==> src/rtl/arithmetic_unit_if.sv <==
// arithmetic_unit_if: operand/result bundle for the arithmetic stage
interface arithmetic_unit_if #(
  parameter int A_W = 11,
  parameter int B_W = 8,
  parameter int Y_W = 18
);
  logic           in_valid;
  logic [A_W-1:0] a;
  logic [B_W-1:0] b;
  logic           out_valid;
  logic [A_W-1:0] w;
  logic [A_W-1:0] x;
  logic [Y_W-1:0] y;
  logic [A_W-1:0] z;
  logic           w_carry;
  logic           x_borrow;
  logic           y_ovf;
  logic           div_zero;
  modport master (
    output in_valid, a, b,
    input  out_valid, w, x, y, z, w_carry, x_borrow, y_ovf, div_zero
  );
  modport slave (
    input  in_valid, a, b,
    output out_valid, w, x, y, z, w_carry, x_borrow, y_ovf, div_zero
  );
endinterface

==> src/rtl/arithmetic_unit.sv <==
// arithmetic_unit: registered unsigned add/sub/mul/div stage with status flags
module arithmetic_unit #(
  parameter int A_W = 11,
  parameter int B_W = 8,
  parameter int Y_W = 18
) (
  input logic               clk,
  input logic               rst_n,
  arithmetic_unit_if.slave  io
);
  logic [A_W:0]       sum;
  logic [A_W:0]       diff;
  logic [A_W+B_W-1:0] prod;
  logic [A_W-1:0]     quo;
  logic               b_zero;
  assign sum    = (A_W+1)'(io.a) + (A_W+1)'(io.b);
  assign diff   = (A_W+1)'(io.a) - (A_W+1)'(io.b);
  assign prod   = (A_W+B_W)'(io.a) * (A_W+B_W)'(io.b);
  assign b_zero = io.b == '0;
  assign quo    = b_zero ? '1 : io.a / A_W'(io.b);
  // capture results on valid operands, otherwise hold them and drop out_valid
  always_ff @(posedge clk) begin
    if (!rst_n) begin
      io.out_valid <= 1'b0;
      io.w         <= '0;
      io.x         <= '0;
      io.y         <= '0;
      io.z         <= '0;
      io.w_carry   <= 1'b0;
      io.x_borrow  <= 1'b0;
      io.y_ovf     <= 1'b0;
      io.div_zero  <= 1'b0;
    end else begin
      io.out_valid <= io.in_valid;
      if (io.in_valid) begin
        io.w        <= sum[A_W-1:0];
        io.x        <= diff[A_W-1:0];
        io.y        <= prod[Y_W-1:0];
        io.z        <= quo;
        io.w_carry  <= sum[A_W];
        io.x_borrow <= A_W'(io.b) > io.a;
        io.y_ovf    <= |prod[A_W+B_W-1:Y_W];
        io.div_zero <= b_zero;
      end
    end
  end
endmodule

==> src/flat_wrapper.sv <==
// flat-port wrapper written by rule: the top's interface ports become plain ports
module arithmetic_unit_flat 
#(
  parameter int A_W = 11,
  parameter int B_W = 8,
  parameter int Y_W = 18
)
  (clk, rst_n, io_in_valid, io_a, io_b, io_out_valid, io_w, io_x, io_y, io_z, io_w_carry, io_x_borrow, io_y_ovf, io_div_zero);
  arithmetic_unit_if #(.A_W(A_W), .B_W(B_W), .Y_W(Y_W)) io_i ();
  input logic clk;
  input logic rst_n;
  input wire logic [$bits(io_i.in_valid)-1:0] io_in_valid;
  input wire logic [$bits(io_i.a)-1:0] io_a;
  input wire logic [$bits(io_i.b)-1:0] io_b;
  output wire logic [$bits(io_i.out_valid)-1:0] io_out_valid;
  output wire logic [$bits(io_i.w)-1:0] io_w;
  output wire logic [$bits(io_i.x)-1:0] io_x;
  output wire logic [$bits(io_i.y)-1:0] io_y;
  output wire logic [$bits(io_i.z)-1:0] io_z;
  output wire logic [$bits(io_i.w_carry)-1:0] io_w_carry;
  output wire logic [$bits(io_i.x_borrow)-1:0] io_x_borrow;
  output wire logic [$bits(io_i.y_ovf)-1:0] io_y_ovf;
  output wire logic [$bits(io_i.div_zero)-1:0] io_div_zero;
  assign io_i.in_valid = io_in_valid;
  assign io_i.a = io_a;
  assign io_i.b = io_b;
  assign io_out_valid = io_i.out_valid;
  assign io_w = io_i.w;
  assign io_x = io_i.x;
  assign io_y = io_i.y;
  assign io_z = io_i.z;
  assign io_w_carry = io_i.w_carry;
  assign io_x_borrow = io_i.x_borrow;
  assign io_y_ovf = io_i.y_ovf;
  assign io_div_zero = io_i.div_zero;
  arithmetic_unit #(.A_W(A_W), .B_W(B_W), .Y_W(Y_W)) u_core (.clk(clk), .rst_n(rst_n), .io(io_i));
endmodule
==> config.mk <==
export PLATFORM = sky130hd
export DESIGN_NAME = arithmetic_unit_flat
export DESIGN_NICKNAME = d
export VERILOG_FILES = /design/src/rtl/arithmetic_unit_if.sv /design/src/rtl/arithmetic_unit.sv /design/src/flat_wrapper.sv
export SDC_FILE = /design/constraint.sdc
export NUM_CORES = 1
export LEC_CHECK = 0
export ABC_AREA = 1
export CAP_MARGIN = 10
export CORE_ASPECT_RATIO = 1.75
export CORE_MARGIN = 10
export CORE_UTILIZATION = 50
export CTS_BUF_LIST = sky130_fd_sc_hd__clkbuf_8 sky130_fd_sc_hd__clkbuf_16
export CTS_CLUSTER_DIAMETER = 80
export CTS_CLUSTER_SIZE = 40
export DETAILED_ROUTE_END_ITERATION = 12
export PLACE_DENSITY = 0.74
export SYNTH_ARGS = -nofsm -noshare
export SYNTH_HDL_FRONTEND = slang
export SYNTH_SLANG_ARGS = --single-unit
==> constraint.sdc <==
create_clock -name clk -period 14 [get_ports clk]
set_input_delay 1.4 -clock clk [delete_from_list [all_inputs] [get_ports clk]]
set_output_delay 1.4 -clock clk [all_outputs]
set_load 0.02 [all_outputs]
; ---- Word level (Yosys, flattened, before mapping)
; Cells that the tools add are included.
; Widths: inputs -> output; s select.
[classes]
add_sub_neg = 2
reduce_logical = 1
n_div = 1
n_lt_le_gt_ge = 1
n_mux = 1
n_mul = 1
[op_table]
columns = cell, n
row1 = $mul 11x8->19, 1
row2 = $add 11x8->12, 1
row3 = $div 11x8->11, 1
row4 = $gt 8x11->1, 1
row5 = $mux 11, 1
row6 = $sub 11x8->11, 1
row7 = $logic_not 8->1, 1
[word_totals]
ff_bits = 56
out_inout_bits = 56
wordCells = 16
input_bits = 22

; ---- Longest topological paths before layout
; Gate-level depths: netlist (run 1).
[depth]
ltp_word = 2
ltp_mapped = 122
mapped_depth_nobuf = 118

; ---- Least setup slack after synthesis (run 1)
; Ideal clock, no wire load.
[synth_path]
path_type = input -> register
from = input io_b[0]
to = register u_core.io.z[0]
n_path_buf = 4
slack_ns = -0.750
required_time_ns = 13.891
arrival_ns = 14.641
stages = 117
path_cell_list = clkbuf_1 -> inv_1 -> ha_1 -> or2_2 -> nand3_1 -> nand2_1 -> and2_1 -> ha_1 -> o21ai_0 -> nand2_1 -> nand2_2 -> nand2_1 -> nand2_1 -> inv_1 -> ha_1 -> nand2_1 -> nand3b_1 -> nand2_1 -> [... 81 more ...] -> o311ai_0 -> nand3_2 -> nand3_4 -> buf_12 -> nor2_4 -> a21oi_2 -> ha_1 -> a21oi_1 -> o21ai_0 -> a21o_1 -> a21oi_1 -> o21ai_0 -> nand2_1 -> nand3_1 -> inv_1 -> nand3_1 -> nand2_1 -> inv_1
[synth_between]
elab_chain_cells = 2
[synth_lines]
columns = element, line
row1 = "start, declared", flat_wrapper.sv:14  ; input wire logic [$bits(io_i.b)-1:0] io_b;
row2 = $div 11x8->11 / $logic_not 8->1 (equally long branches), "arithmetic_unit.sv:20, arithmetic_unit.sv:19"
row3 = $mux 11 *, arithmetic_unit.sv:20  ; assign quo = b_zero ? '1 : io.a / A_W'(io.b);
row4 = "end signal, assigned", arithmetic_unit.sv:39  ; io.z <= quo;
row5 = "end, declared", arithmetic_unit_if.sv:25  ; output out_valid, w, x, y, z, w_carry, x_borrow, y_ovf, div_zero
; Every way passes the cells marked *; elsewhere a longest branch is shown, timed or not.
; A chain may end at the register's enable or synchronous reset.

; ---- Final worst setup path (run 1)
[layout_path]
from = input io_b[5]
to = register u_core.io.z[0]
; Same word-level chain as after synthesis.

==> implementation parameters, run 1 <==
Parameter                              Value

STA
  Final Max Slew Viols    0
  Hold Vio Cnt, Final    0
  Count of final setup violators    0
  Minimum clock period    approximately 14000 ps
  Final TNS setup    0 ps
  Normalized max-slew margin    0.433
  Peak Freq    slightly above 70 MHz
  Final clock period utilization by the worst path    0.994
  Worst clock skew    0 ps
  Worst Max-Slew Pin Slew    847 ps

Final layout
  Share of final-layout standard cells stronger than drive strength 1    0.286
  Post-route non-filler standard cell count    1606
  Net count, final    approximately 1600
  Diodes inserted    0
  Layout Area Growth over Synthesis    37.5%

Clocking
  Clock transition at the register clock pins on the worst setup and hold paths after CTS    90 ps
  Total CTS buffers    5
  Sinks on Clock Net    55
  Cell at the root of the clock tree    sky130_fd_sc_hd__clkbuf_16
  H-tree lvl count    2
  Clock latency on the worst-skew pair    320 ps
  Maximum buffer depth of the clock tree    2
  CTS tree    built

Synthesis
  Avg Cell Area, Syn    7.15 um^2
  Number of library cell types mapped by synthesis    53
  Instance count of the mapped netlist    1161
  Yosys synthesis warning count    0
  Post-synth design cell area    slightly above 8000 um^2
  Number of synthesized register bits    55
  Synthesized Nets    about 1400
  Top flip-flop cell by instance count after synthesis    sky130_fd_sc_hd__dfxtp_1
  Number of enable flip-flop cells after synthesis    0
  Share of synthesized area occupied by flip-flops and latches    0.133
  Ys async rst share    0

Power and ir drop
  Power per unit of standard cell area    approximately 180 nW/um^2
  Internal power    around 0.0010 W
  Sw Share    0.489
  Worst vdd ir    136 uV
  Relative contribution of combinational cells to total power    0.831
  Sequential share of power    0.099
  Switching power summed over all nets    just under 0.001 W
  Clock share of power    0.071
  Standby leakage power    between 6 and 7 nW

Worst setup path
  Crit. End Element    register
  Kind of critical path    in2reg
  Setup slack of the most critical reg-to-reg path    about 13000 ps
  Critical path's most frequent cell    sky130_fd_sc_hd__nand2_2
  Sum of buffers and inverters on the critical path    17
  Kind of launch point of the worst setup path    input port
  Register-to-Register Path Depth    4
  Largest stage delay, worst path    ~350 ps
  CP top delay family    simple AND/OR/NAND/NOR gates
  Data arrival time of the worst path    ~14000 ps
  Data required time of the worst path    14230 ps
  Crit path max-delay cell type    sky130_fd_sc_hd__ha_1
  Reg2Reg Launch Point    u_core.io.z[0]
  RR Endpoint    u_core.io.z[0]
  Largest fanout on the critical path    9

Hold path
  Worst hold path startpoint    u_core.io.div_zero
  Min-delay worst type    reg2reg
  Hold path endpoint    u_core.io.div_zero
  Worst Hold Path Cells    1

Placed design
  Total half-perimeter wirelength after legalization and detailed placement    ~20 mm
  GPL Wtd Cong    0.950
  Cell count after placement    1558
  PortBufs    77

Drt
  DRT antenna net count    0
  Vias per Instance    5.46
  Post-detailed-route wirelength per cell    between 15 and 20 um
  Routed WL    about 28 mm
  DR vias    8762
  DRT Pass-1 Iters    5
  DRC viols    0
  Initial DRC count    440

Floorplan
  Y dimension of the die    190 um
  Placeable core area    16400 um^2
  I/O pin count    78
  Rows    62
  Horizontal extent of the die    approximately 120 um
  Die area    around 22000 um^2
  Starting utilization of the core area    0.507

Global route
  Maximum number of pins on one net before global-route repair    50
  Total global-route track usage    0.225
  Remaining Overflow, GRT    0
  Via count of the first global-routing pass    8521
  Wire length of the first global-routing pass    41.0 mm
  Initial antenna violation count    0

Outcome
  Outcome    complete, no violations

Run
  Max Cap Violations    0
-- per-layer routing --
layer  up-vias  wire length, um  GRT usage
met3       150             1520     0.0246
met2       362            15100      0.443
met4         0             2060      0.151
met5         -                0          0
li1       4120                -          -
met1      4130             9540      0.213
-- placed cells by master, fill, tap and decap left out, types with 19 or more instances in the layout --
cell type | synthesis | layout
sky130_fd_sc_hd__nor2_1 | 58 | 55
sky130_fd_sc_hd__nand3_1 | 55 | 47
sky130_fd_sc_hd__xnor2_1 | 19 | 19
sky130_fd_sc_hd__nand2_2 | 22 | 50
sky130_fd_sc_hd__ha_1 | 118 | 100
sky130_fd_sc_hd__nand3_2 | 15 | 19
sky130_fd_sc_hd__nand2_1 | 254 | 214
sky130_fd_sc_hd__inv_1 | 206 | 194
sky130_fd_sc_hd__o21ai_0 | 60 | 51
sky130_fd_sc_hd__a21oi_1 | 43 | 36
sky130_fd_sc_hd__clkdlybuf4s50_1 | 0 | 67
sky130_fd_sc_hd__dfxtp_1 | 55 | 55
sky130_fd_sc_hd__buf_4 | 4 | 176
sky130_fd_sc_hd__fa_1 | 56 | 56
-- flip-flops by register name (all words and copies together), names as in the netlist --
register             flops
u_core.io.w             10
u_core.io.div_zero       1
u_core.io.y             18
u_core.io.out_valid      1
u_core.io.y_ovf          1
u_core.io.z             11
u_core.io.x             11
u_core.io.w_carry        1
u_core.io.x_borrow       1
-- cells by family after synthesis --
group,Yosys count,synth area share
AO/OA/AOI/OAI,175,0.128
flip-flops,55,0.133
adder cells (fa/ha/maj),174,0.313
AND/OR/NAND/NOR,458,0.263
XOR/XNOR,37,0.0390
buffers and inverters,262,0.124
-- per-stage QoR --
step | hold WS (ps) | utilization | power (W) | cell area (um^2) | setup WS (ps)
after floorplan | 549 | - | 0.00115 | 8430 | 23.3
after global placement | 435 | 0.630 | 0.00158 | 10300 | -235
after detailed placement | 442 | 0.630 | 0.00161 | 10300 | -642
after CTS | 462 | 0.641 | 0.00177 | 10500 | 16.5
after global routing | 493 | 0.697 | 0.00218 | 11400 | -686
final | 458 | 0.697 | 0.00201 | 11400 | 77.2
-- worst reg2reg max path: stages (launching register included) --
cell and delay [ps]:
sky130_fd_sc_hd__dfxtp_1 430, sky130_fd_sc_hd__nor2_1 70, sky130_fd_sc_hd__nor2_1 150, sky130_fd_sc_hd__nand2_2 70, sky130_fd_sc_hd__inv_1 40
-- worst max-delay path by stage --
| stage | startpoint | to | slack (ps) | cells after the start |
|---|---|---|---|---|
| detailed placement | io_b[0] | u_core.io.z[0] | -640 | 110 |
| CTS | io_b[5] | u_core.io.z[0] | 20 | 111 |
| floorplan | io_b[0] | u_core.io.z[0] | 20 | 118 |
| global route | io_b[5] | u_core.io.z[0] | -690 | 115 |
| finish | io_b[5] | u_core.io.z[0] | 80 | 110 |
| global placement | io_b[0] | u_core.io.z[0] | -230 | 106 |
-- cell usage after synthesis (8+ instances only) --
cell	instances	area [um^2]
sky130_fd_sc_hd__inv_2	9	33.8
sky130_fd_sc_hd__ha_1	118	1480
sky130_fd_sc_hd__nand3_1	55	275
sky130_fd_sc_hd__nor2_4	11	124
sky130_fd_sc_hd__dfxtp_1	55	1100
sky130_fd_sc_hd__o31ai_1	13	97.6
sky130_fd_sc_hd__fa_1	56	1120
sky130_fd_sc_hd__nand2_1	254	953
sky130_fd_sc_hd__inv_1	206	773
sky130_fd_sc_hd__xnor2_1	19	166
sky130_fd_sc_hd__o21ai_1	14	70.1
sky130_fd_sc_hd__o21bai_1	8	60.1
sky130_fd_sc_hd__a21oi_1	43	215
sky130_fd_sc_hd__clkbuf_1	36	135
sky130_fd_sc_hd__nor2_1	58	218
sky130_fd_sc_hd__o21ai_0	60	300
sky130_fd_sc_hd__nand2_2	22	138
sky130_fd_sc_hd__xor2_1	18	158
sky130_fd_sc_hd__or2_2	10	62.6
sky130_fd_sc_hd__nand3_2	15	150
-- power by group through the flow --
stage                     registers [W]  logic (W)  clock network (W)
final                          0.000198    0.00167           0.000142
after global routing           0.000200    0.00183           0.000146
after CTS                      0.000198    0.00143           0.000143
after detailed placement       0.000201    0.00141                  0
after global placement         0.000201    0.00138                  0
after floorplan                0.000229   0.000920                  0
-- cell type report --
cell class	count	area (um^2)
clock inverter	3	22.5
tap	224	280
inverter	216	838
clock buffer	5	125
multi-input combinational	844	6870
fill	1246	4960
timing repair buffer	259	2180
sequential	55	1100
-- what timing repair did --
action | in CTS | in global routing
setup endpoints to repair | 1 | 2
buffers inserted | 1 | 39
gates cloned | 0 | 0
gates resized for setup | 9 | 155
pin swaps | 4 | 103
hold buffers | 0 | 0
Power figures use the tool's default switching activity.
==> run 2, diff against run 1 <==
--- a/config.mk
+++ b/config.mk
@@ -5,7 +5,6 @@
 export SDC_FILE = /design/constraint.sdc
 export NUM_CORES = 1
 export LEC_CHECK = 0
-export ABC_AREA = 1
 export CAP_MARGIN = 10
 export CORE_ASPECT_RATIO = 1.75
 export CORE_MARGIN = 10
==> run 2 against run 1 <==
The run now ends with negative setup slack left. Final area hardly changed. Critical path depth is 28 lower. Setup slack worse by 1900 ps. Power up 1.5%. Core utilization rose by 1.8 points.
==> implementation parameters, run 2 <==
Parameter                              Value

Synthesis
  Top post-synthesis cells by area    sky130_fd_sc_hd__ha_1 (18%), sky130_fd_sc_hd__fa_1 (14%), sky130_fd_sc_hd__dfxtp_1 (14%)
  Cell type with the highest aggregate area in the netlist    sky130_fd_sc_hd__ha_1
  Avg Cell Area, Syn    8.25 um^2 (+15%)
  Post-synth top cells    sky130_fd_sc_hd__ha_1 (118), sky130_fd_sc_hd__nor2_1 (109), sky130_fd_sc_hd__inv_1 (93), sky130_fd_sc_hd__nand2_1 (71), sky130_fd_sc_hd__a21oi_1 (59)
  Most instantiated library cell after synthesis    sky130_fd_sc_hd__ha_1
  Top-area cell type share of the netlist area    0.181 (+0.00356)
  Share of synthesized area occupied by flip-flops and latches    0.135 (+0.00265)
  Yosys synthesis warning count    0 (unchanged)
  Number of library cell types mapped by synthesis    79 (+49%)
  Ys async rst share    0 (unchanged)
  Instance count of the mapped netlist    986 (-15%)
  Synthesized Nets    1182 (-13%)
  Post-synth design cell area    8140 um^2 (-2.0%)
  Number of enable flip-flop cells after synthesis    0 (unchanged)
  Top flip-flop cell by instance count after synthesis    sky130_fd_sc_hd__dfxtp_1
  Number of synthesized register bits    55 (unchanged)

Placed design
  PortBufs    77 (unchanged)
  Worst slack at placement    -2700 ps (-2060 ps)
  GPL Wtd Cong    0.983 (+3.5%)
  Total half-perimeter wirelength after legalization and detailed placement    21.5 mm (+6.6%)

Worst setup path
  RR Endpoint    u_core.io.w[4]
  Register-to-Register Path Depth    2 (-2)
  Crit. End Element    register
  Critical path's most frequent cell    sky130_fd_sc_hd__buf_4
  Crit path max-delay cell type    sky130_fd_sc_hd__o31ai_1
  Data arrival time of the worst path    16040 ps (+1890 ps)
  Setup slack of the most critical reg-to-reg path    13200 ps (about the same)
  Critical path startpoint    io_b[1]
  Kind of launch point of the worst setup path    input port
  Data required time of the worst path    14200 ps (-30 ps)
  Crit path to    u_core.io.z[0]
  Kind of critical path    in2reg
  Largest stage delay, worst path    380 ps (+30 ps)
  Largest fanout on the critical path    7 (-2)
  Reg2Reg Launch Point    u_core.io.w[4]

STA
  Worst Max-Slew Pin Slew    988 ps (+141 ps)
  Minimum clock period    15840 ps (+1910 ps)
  Final clock period utilization by the worst path    1.13 (+0.137)
  Normalized max-slew margin    0.336 (-0.0979)
  Unrepaired setup endpoints after global routing    yes
  Count of final setup violators    2 (+2)
  Hold Vio Cnt, Final    0 (unchanged)
  Final critical-path setup slack    -1840 ps (-1910 ps)
  Worst clock skew    0 ps (unchanged)
  Final Max Slew Viols    0 (unchanged)
  Peak Freq    63.1 MHz (-12%)
  Final TNS setup    -2340 ps (-2340 ps)

Floorplan
  I/O pin count    78 (unchanged)
  Y dimension of the die    189 um (-0.88%)
  Die area    22000 um^2 (-1.7%)
  Placeable core area    16000 um^2 (-2.5%)
  Starting utilization of the core area    0.510 (+0.00305)
  Horizontal extent of the die    116 um (-0.82%)
  Rows    61 (-1.6%)

Drt
  Vias per Instance    5.85 (+7.2%)
  DR vias    8379 (-4.4%)
  Initial DRC count    484 (+10%)
  Post-detailed-route wirelength per cell    19.5 um (+11%)
  Routed WL    27.9 mm (-1.1%)
  DRC viols    0 (unchanged)
  DRT Pass-1 Iters    5 (unchanged)
  DRT antenna net count    0 (unchanged)

Clocking
  Total CTS buffers    5 (unchanged)
  Maximum buffer depth of the clock tree    2 (unchanged)
  Sinks on Clock Net    55 (unchanged)
  Cell at the root of the clock tree    sky130_fd_sc_hd__clkbuf_16
  CTS tree    built
  Hold Buf Count CTS    0 (unchanged)
  H-tree lvl count    2 (unchanged)
  Clock latency on the worst-skew pair    310 ps (about the same)
  Clock transition at the register clock pins on the worst setup and hold paths after CTS    90 ps (about the same)

Global route
  Via count of the first global-routing pass    8516 (-0.059%)
  Total global-route track usage    0.250 (+0.0250)
  Wire length of the first global-routing pass    43.3 mm (+5.5%)
  Maximum number of pins on one net before global-route repair    65 (+30%)
  Remaining Overflow, GRT    0 (unchanged)
  Initial antenna violation count    0 (unchanged)

Final layout
  Reg with most FFs    u_core.io.y
  Top Registers    u_core.io.y: 18 flops, u_core.io.x: 11 flops, u_core.io.z: 11 flops
  Fill cells    1233 (-1.0%)
  Top library cells by usage in the layout, fill and taps aside    sky130_fd_sc_hd__buf_4 (205), sky130_fd_sc_hd__nor2_1 (106), sky130_fd_sc_hd__ha_1 (96)
  Share of final-layout standard cells stronger than drive strength 1    0.289 (+0.00300)
  Most common cell after layout, fill and taps aside    sky130_fd_sc_hd__buf_4
  Number of flip-flops in the largest register    18 (unchanged)
  Diodes inserted    0 (unchanged)
  Net count, final    1438 (-8.8%)
  Layout Area Growth over Synthesis    40.2%

Outcome
  Violations in the final reports    negative setup slack
  Outcome    finished, violations left

Power and ir drop
  Power per unit of standard cell area    179 nW/um^2 (+1.5%)
  Post-layout power    0.00204 W (+1.5%)
  Worst vdd ir    126 uV (-7.3%)
  Standby leakage power    5.34 nW (-11%)

Hold path
  Min-delay worst type    reg2reg

Run
  Max Cap Violations    0 (unchanged)
run 2: layout make-up:
type                            instances  area (um^2)  share of cell area
Inverter                               96          363              0.0318
Clock inverter                          3         28.8             0.00252
Sequential cell                        55         1100              0.0965
Multi-Input combinational cell        797         7190               0.630
Tap cell                              189          236              0.0207
Timing Repair Buffer                  287         2360               0.207
Clock buffer                            5          125              0.0110
run 2: worst min-delay path by stage:
stage,from,cells past startpoint,endpoint
2_1_floorplan,u_core.io.y[16],2,u_core.io.y[16]
3_3_place_gp,u_core.io.x[4],2,u_core.io.x[4]
3_5_place_dp,u_core.io.x[4],2,u_core.io.x[4]
4_1_cts,u_core.io.x[4],2,u_core.io.x[4]
5_1_grt,u_core.io.x[1],2,u_core.io.x[1]
6_report,u_core.io.y[16],2,u_core.io.y[16]
run 2: what timing repair did:
action	in CTS	in global routing
resized for setup	67	47
setup buffers	21	21
setup endpoints to repair	2	2
pin swaps	61	62
run 2: cell families (layout without fill, tap and decap cells):
logic type | after synthesis | count (layout) | synth area share
xor gates and xnor gates | 49 | 49 | 0.0527
DFF | 55 | 55 | 0.135
and+or+nand+nor | 309 | 309 | 0.182
muxes | 36 | 36 | 0.0484
adders and majority gates | 174 | 174 | 0.319
buffers and inverters | 134 | 391 | 0.0634
AOI/OAI and AO/OA | 229 | 229 | 0.199
run 2: layer usage:
metal | vias to the layer above | wire, um | track usage
li1 | 3933 | - | -
met1 | 4048 | 9870 | 0.253
met5 | - | 0 | 0
met4 | 0 | 1870 | 0.161
met3 | 111 | 1250 | 0.0277
met2 | 287 | 14900 | 0.463
run 2: worst max-delay path: cells and delay by family:
kind                       cells  cell delay, ps
AOI/OAI and AO/OA             36            5570
adders and majority gates     10            2760
buffers and inverters         11            1700
muxes                          2             650
and+or+nand+nor               23            3930
run 2: power breakdown:
part	switching, W	leakage (nW)	internal [W]
Combinational	0.000820	4.81	0.000881
Clock	0.0000731	0.0759	0.0000688
Sequential	0.0000127	0.455	0.000182
run 2: per-stage QoR:
stage          hold slack, ps   util  instances  area (um^2)
3_5_place_dp              458  0.660       1383        10500
3_3_place_gp              457  0.660       1383        10500
2_1_floorplan             538      -        986         8420
6_report                  470  0.715       1432        11400
4_1_cts                   472  0.691       1411        11000
5_1_grt                   492  0.715       1432        11400
==> run 3, diff against run 2 <==
--- a/config.mk
+++ b/config.mk
@@ -14,6 +14,8 @@
 export CTS_CLUSTER_SIZE = 40
 export DETAILED_ROUTE_END_ITERATION = 12
 export PLACE_DENSITY = 0.74
+export SKIP_LAST_GASP = 1
+export SLEW_MARGIN = 10
 export SYNTH_ARGS = -nofsm -noshare
 export SYNTH_HDL_FRONTEND = slang
 export SYNTH_SLANG_ARGS = --single-unit
==> run 3 against run 2 <==
The flow still finishes with violations (negative setup slack). Fmax fell by 0.21%. Worst hold slack got worse by 1.0 ps. Global-route usage barely moved. Count of clock-buffer cells in the layout did not move. Clock power barely moved. Critical path depth did not move. Cell count did not move. First-iteration DRC count rose by 0.83%. Critical path type unchanged. Largest power group unchanged. Highest routed layer unchanged.
==> implementation parameters, run 3 (synthesis results as in run 2) <==
Parameter                              Value

Outcome
  Outcome    finished, violations left
  Violations in the final reports    negative setup slack

Drt
  DRT antenna net count    0 (unchanged)
  Initial DRC count    488 (+0.83%)
  DRC viols    0 (unchanged)
  Routed WL    27.9 mm (about the same)
  Post-detailed-route wirelength per cell    19.5 um (about the same)
  Vias per Instance    5.86 (+0.11%)
  DRT Pass-1 Iters    5 (unchanged)
  DR vias    8388 (+0.11%)

Clocking
  Cell at the root of the clock tree    sky130_fd_sc_hd__clkbuf_16
  H-tree lvl count    2 (unchanged)
  Clock latency on the worst-skew pair    310 ps (about the same)
  Maximum buffer depth of the clock tree    2 (unchanged)
  Hold Buf Count CTS    0 (unchanged)
  Clock transition at the register clock pins on the worst setup and hold paths after CTS    80 ps (about the same)
  Sinks on Clock Net    55 (unchanged)
  Total CTS buffers    5 (unchanged)
  CTS tree    built

Final layout
  Most common cell after layout, fill and taps aside    sky130_fd_sc_hd__buf_4
  Layout Area Growth over Synthesis    40.1% (about the same)
  Reg with most FFs    u_core.io.y
  Top Registers    u_core.io.y: 18 flops, u_core.io.x: 11 flops, u_core.io.z: 11 flops
  Fill cells    1235 (+0.16%)
  Diodes inserted    0 (unchanged)
  Net count, final    1438 (unchanged)
  Top library cells by usage in the layout, fill and taps aside    sky130_fd_sc_hd__buf_4 (205), sky130_fd_sc_hd__nor2_1 (106), sky130_fd_sc_hd__ha_1 (96)
  Utilization of the core after routing    0.715 (about the same)
  Share of final-layout standard cells stronger than drive strength 1    0.289 (unchanged)
  Number of flip-flops in the largest register    18 (unchanged)

STA
  Final clock period utilization by the worst path    1.13 (+0.00236)
  Normalized max-slew margin    0.339 (+0.00393)
  Unrepaired setup endpoints after global routing    yes
  Worst clock skew    0 ps (unchanged)
  Minimum clock period    15870 ps (+33.0 ps)
  Count of final setup violators    2 (unchanged)
  Final critical-path setup slack    -1870 ps (-33.0 ps)
  Final Max Slew Viols    0 (unchanged)
  Hold Vio Cnt, Final    0 (unchanged)
  Worst Max-Slew Pin Slew    982 ps (-5.85 ps)
  Peak Freq    63.0 MHz (-0.21%)
  Final TNS setup    -2410 ps (-67.2 ps)

Floorplan
  I/O pin count    78 (unchanged)
  Rows    61 (unchanged)
  Horizontal extent of the die    116 um (unchanged)
  Placeable core area    16000 um^2 (unchanged)
  Die area    22000 um^2 (unchanged)
  Starting utilization of the core area    0.510 (unchanged)
  Y dimension of the die    189 um (unchanged)

Global route
  Via count of the first global-routing pass    8515 (-0.012%)
  Maximum number of pins on one net before global-route repair    65 (unchanged)
  Total global-route track usage    0.250 (about the same)
  Remaining Overflow, GRT    0 (unchanged)
  Initial antenna violation count    0 (unchanged)
  Wire length of the first global-routing pass    43.3 mm (about the same)

Placed design
  GPL Wtd Cong    0.983 (unchanged)
  PortBufs    77 (unchanged)
  Total half-perimeter wirelength after legalization and detailed placement    21.5 mm (unchanged)

Power and ir drop
  Relative contribution of combinational cells to total power    0.835 (about the same)
  Power per unit of standard cell area    179 nW/um^2 (about the same)
  Standby leakage power    5.34 nW (about the same)
  Sw Share    0.444 (about the same)
  Clock share of power    0.069 (about the same)
  Sequential share of power    0.095 (about the same)
  Worst vdd ir    128 uV (+1.4%)
  Switching power summed over all nets    0.000905 W (about the same)
  Internal power    0.00113 W (about the same)

Worst setup path
  Kind of critical path    in2reg
  Data arrival time of the worst path    16070 ps (+30 ps)
  Critical path's most frequent cell    sky130_fd_sc_hd__buf_4
  Crit path max-delay cell type    sky130_fd_sc_hd__o31ai_1
  Kind of launch point of the worst setup path    input port
  Largest stage delay, worst path    380 ps (about the same)
  Largest fanout on the critical path    7 (unchanged)
  Data required time of the worst path    14200 ps (about the same)
  Crit. End Element    register

Run
  Max Cap Violations    0 (unchanged)

Hold path
  Min-delay worst type    reg2reg
run 3: cell counts in the layout (fill, tap and decap cells not counted):
No cell type changed its count.
run 3: worst paths after layout:
path	startpoint	end	slack, ps	cells past startpoint
max	io_b[1]	u_core.io.z[0]	-1870	82
min	u_core.io.y[16]	u_core.io.y[16]	470	2
min reg2reg	u_core.io.y[16]	u_core.io.y[16]	470	2
max reg2reg	u_core.io.w[4]	u_core.io.w[4]	13200	2
run 3: final cells by class:
| cell class | instances | area [um^2] | area share |
|---|---|---|---|
| Clock buffer | 5 | 125 | 0.0110 |
| Clock inverter | 3 | 28.8 | 0.00252 |
| Inverter | 96 | 363 | 0.0318 |
| Multi-Input combinational cell | 797 | 7190 | 0.630 |
| Sequential cell | 55 | 1100 | 0.0966 |
| Tap cell | 189 | 236 | 0.0207 |
| Timing Repair Buffer | 287 | 2360 | 0.207 |
run 3: stage by stage:
stage	total power (W)	cells	area, um^2	setup WS [ps]	hold WS (ps)
after detailed placement	0.00162	1383	10500	-2700	458
after global placement	0.00161	1383	10500	-2400	457
after floorplan	0.00114	986	8420	-1800	538
after CTS	0.00186	1411	11000	-1460	472
final	0.00204	1432	11400	-1870	469
after global routing	0.00218	1432	11400	-2580	492
run 3: metal layers:
metal  GRT usage  wire length (um)  part of all wire
met5           0                 0                 0
met4       0.161              1910             0.069
met3      0.0277              1460             0.052
met2       0.463             14900              0.53
met1       0.253              9630              0.35
run 3: power by group through the flow:
stage	Sequential (W)	Combinational, W	Clock, W
2_1_floorplan	0.000226	0.000915	0
3_3_place_gp	0.000197	0.00141	0
3_5_place_dp	0.000198	0.00143	0
4_1_cts	0.000194	0.00152	0.000143
5_1_grt	0.000197	0.00183	0.000148
6_report	0.000194	0.00170	0.000141
run 3: repair_timing:
| item | CTS | global route |
|---|---|---|
| setup endpoints to repair | 2 | 2 |
| resized for setup | 66 | 47 |
| setup buffers | 21 | 21 |
| pin swaps | 61 | 62 |
run 3: critical path: cells and delay by family:
kind / cells / cell delay [ps]
adders and majority gates: 10 / 2770
and+or+nand+nor: 23 / 3950
muxes: 2 / 650
buffers and inverters: 11 / 1700
AOI/OAI and AO/OA: 36 / 5570
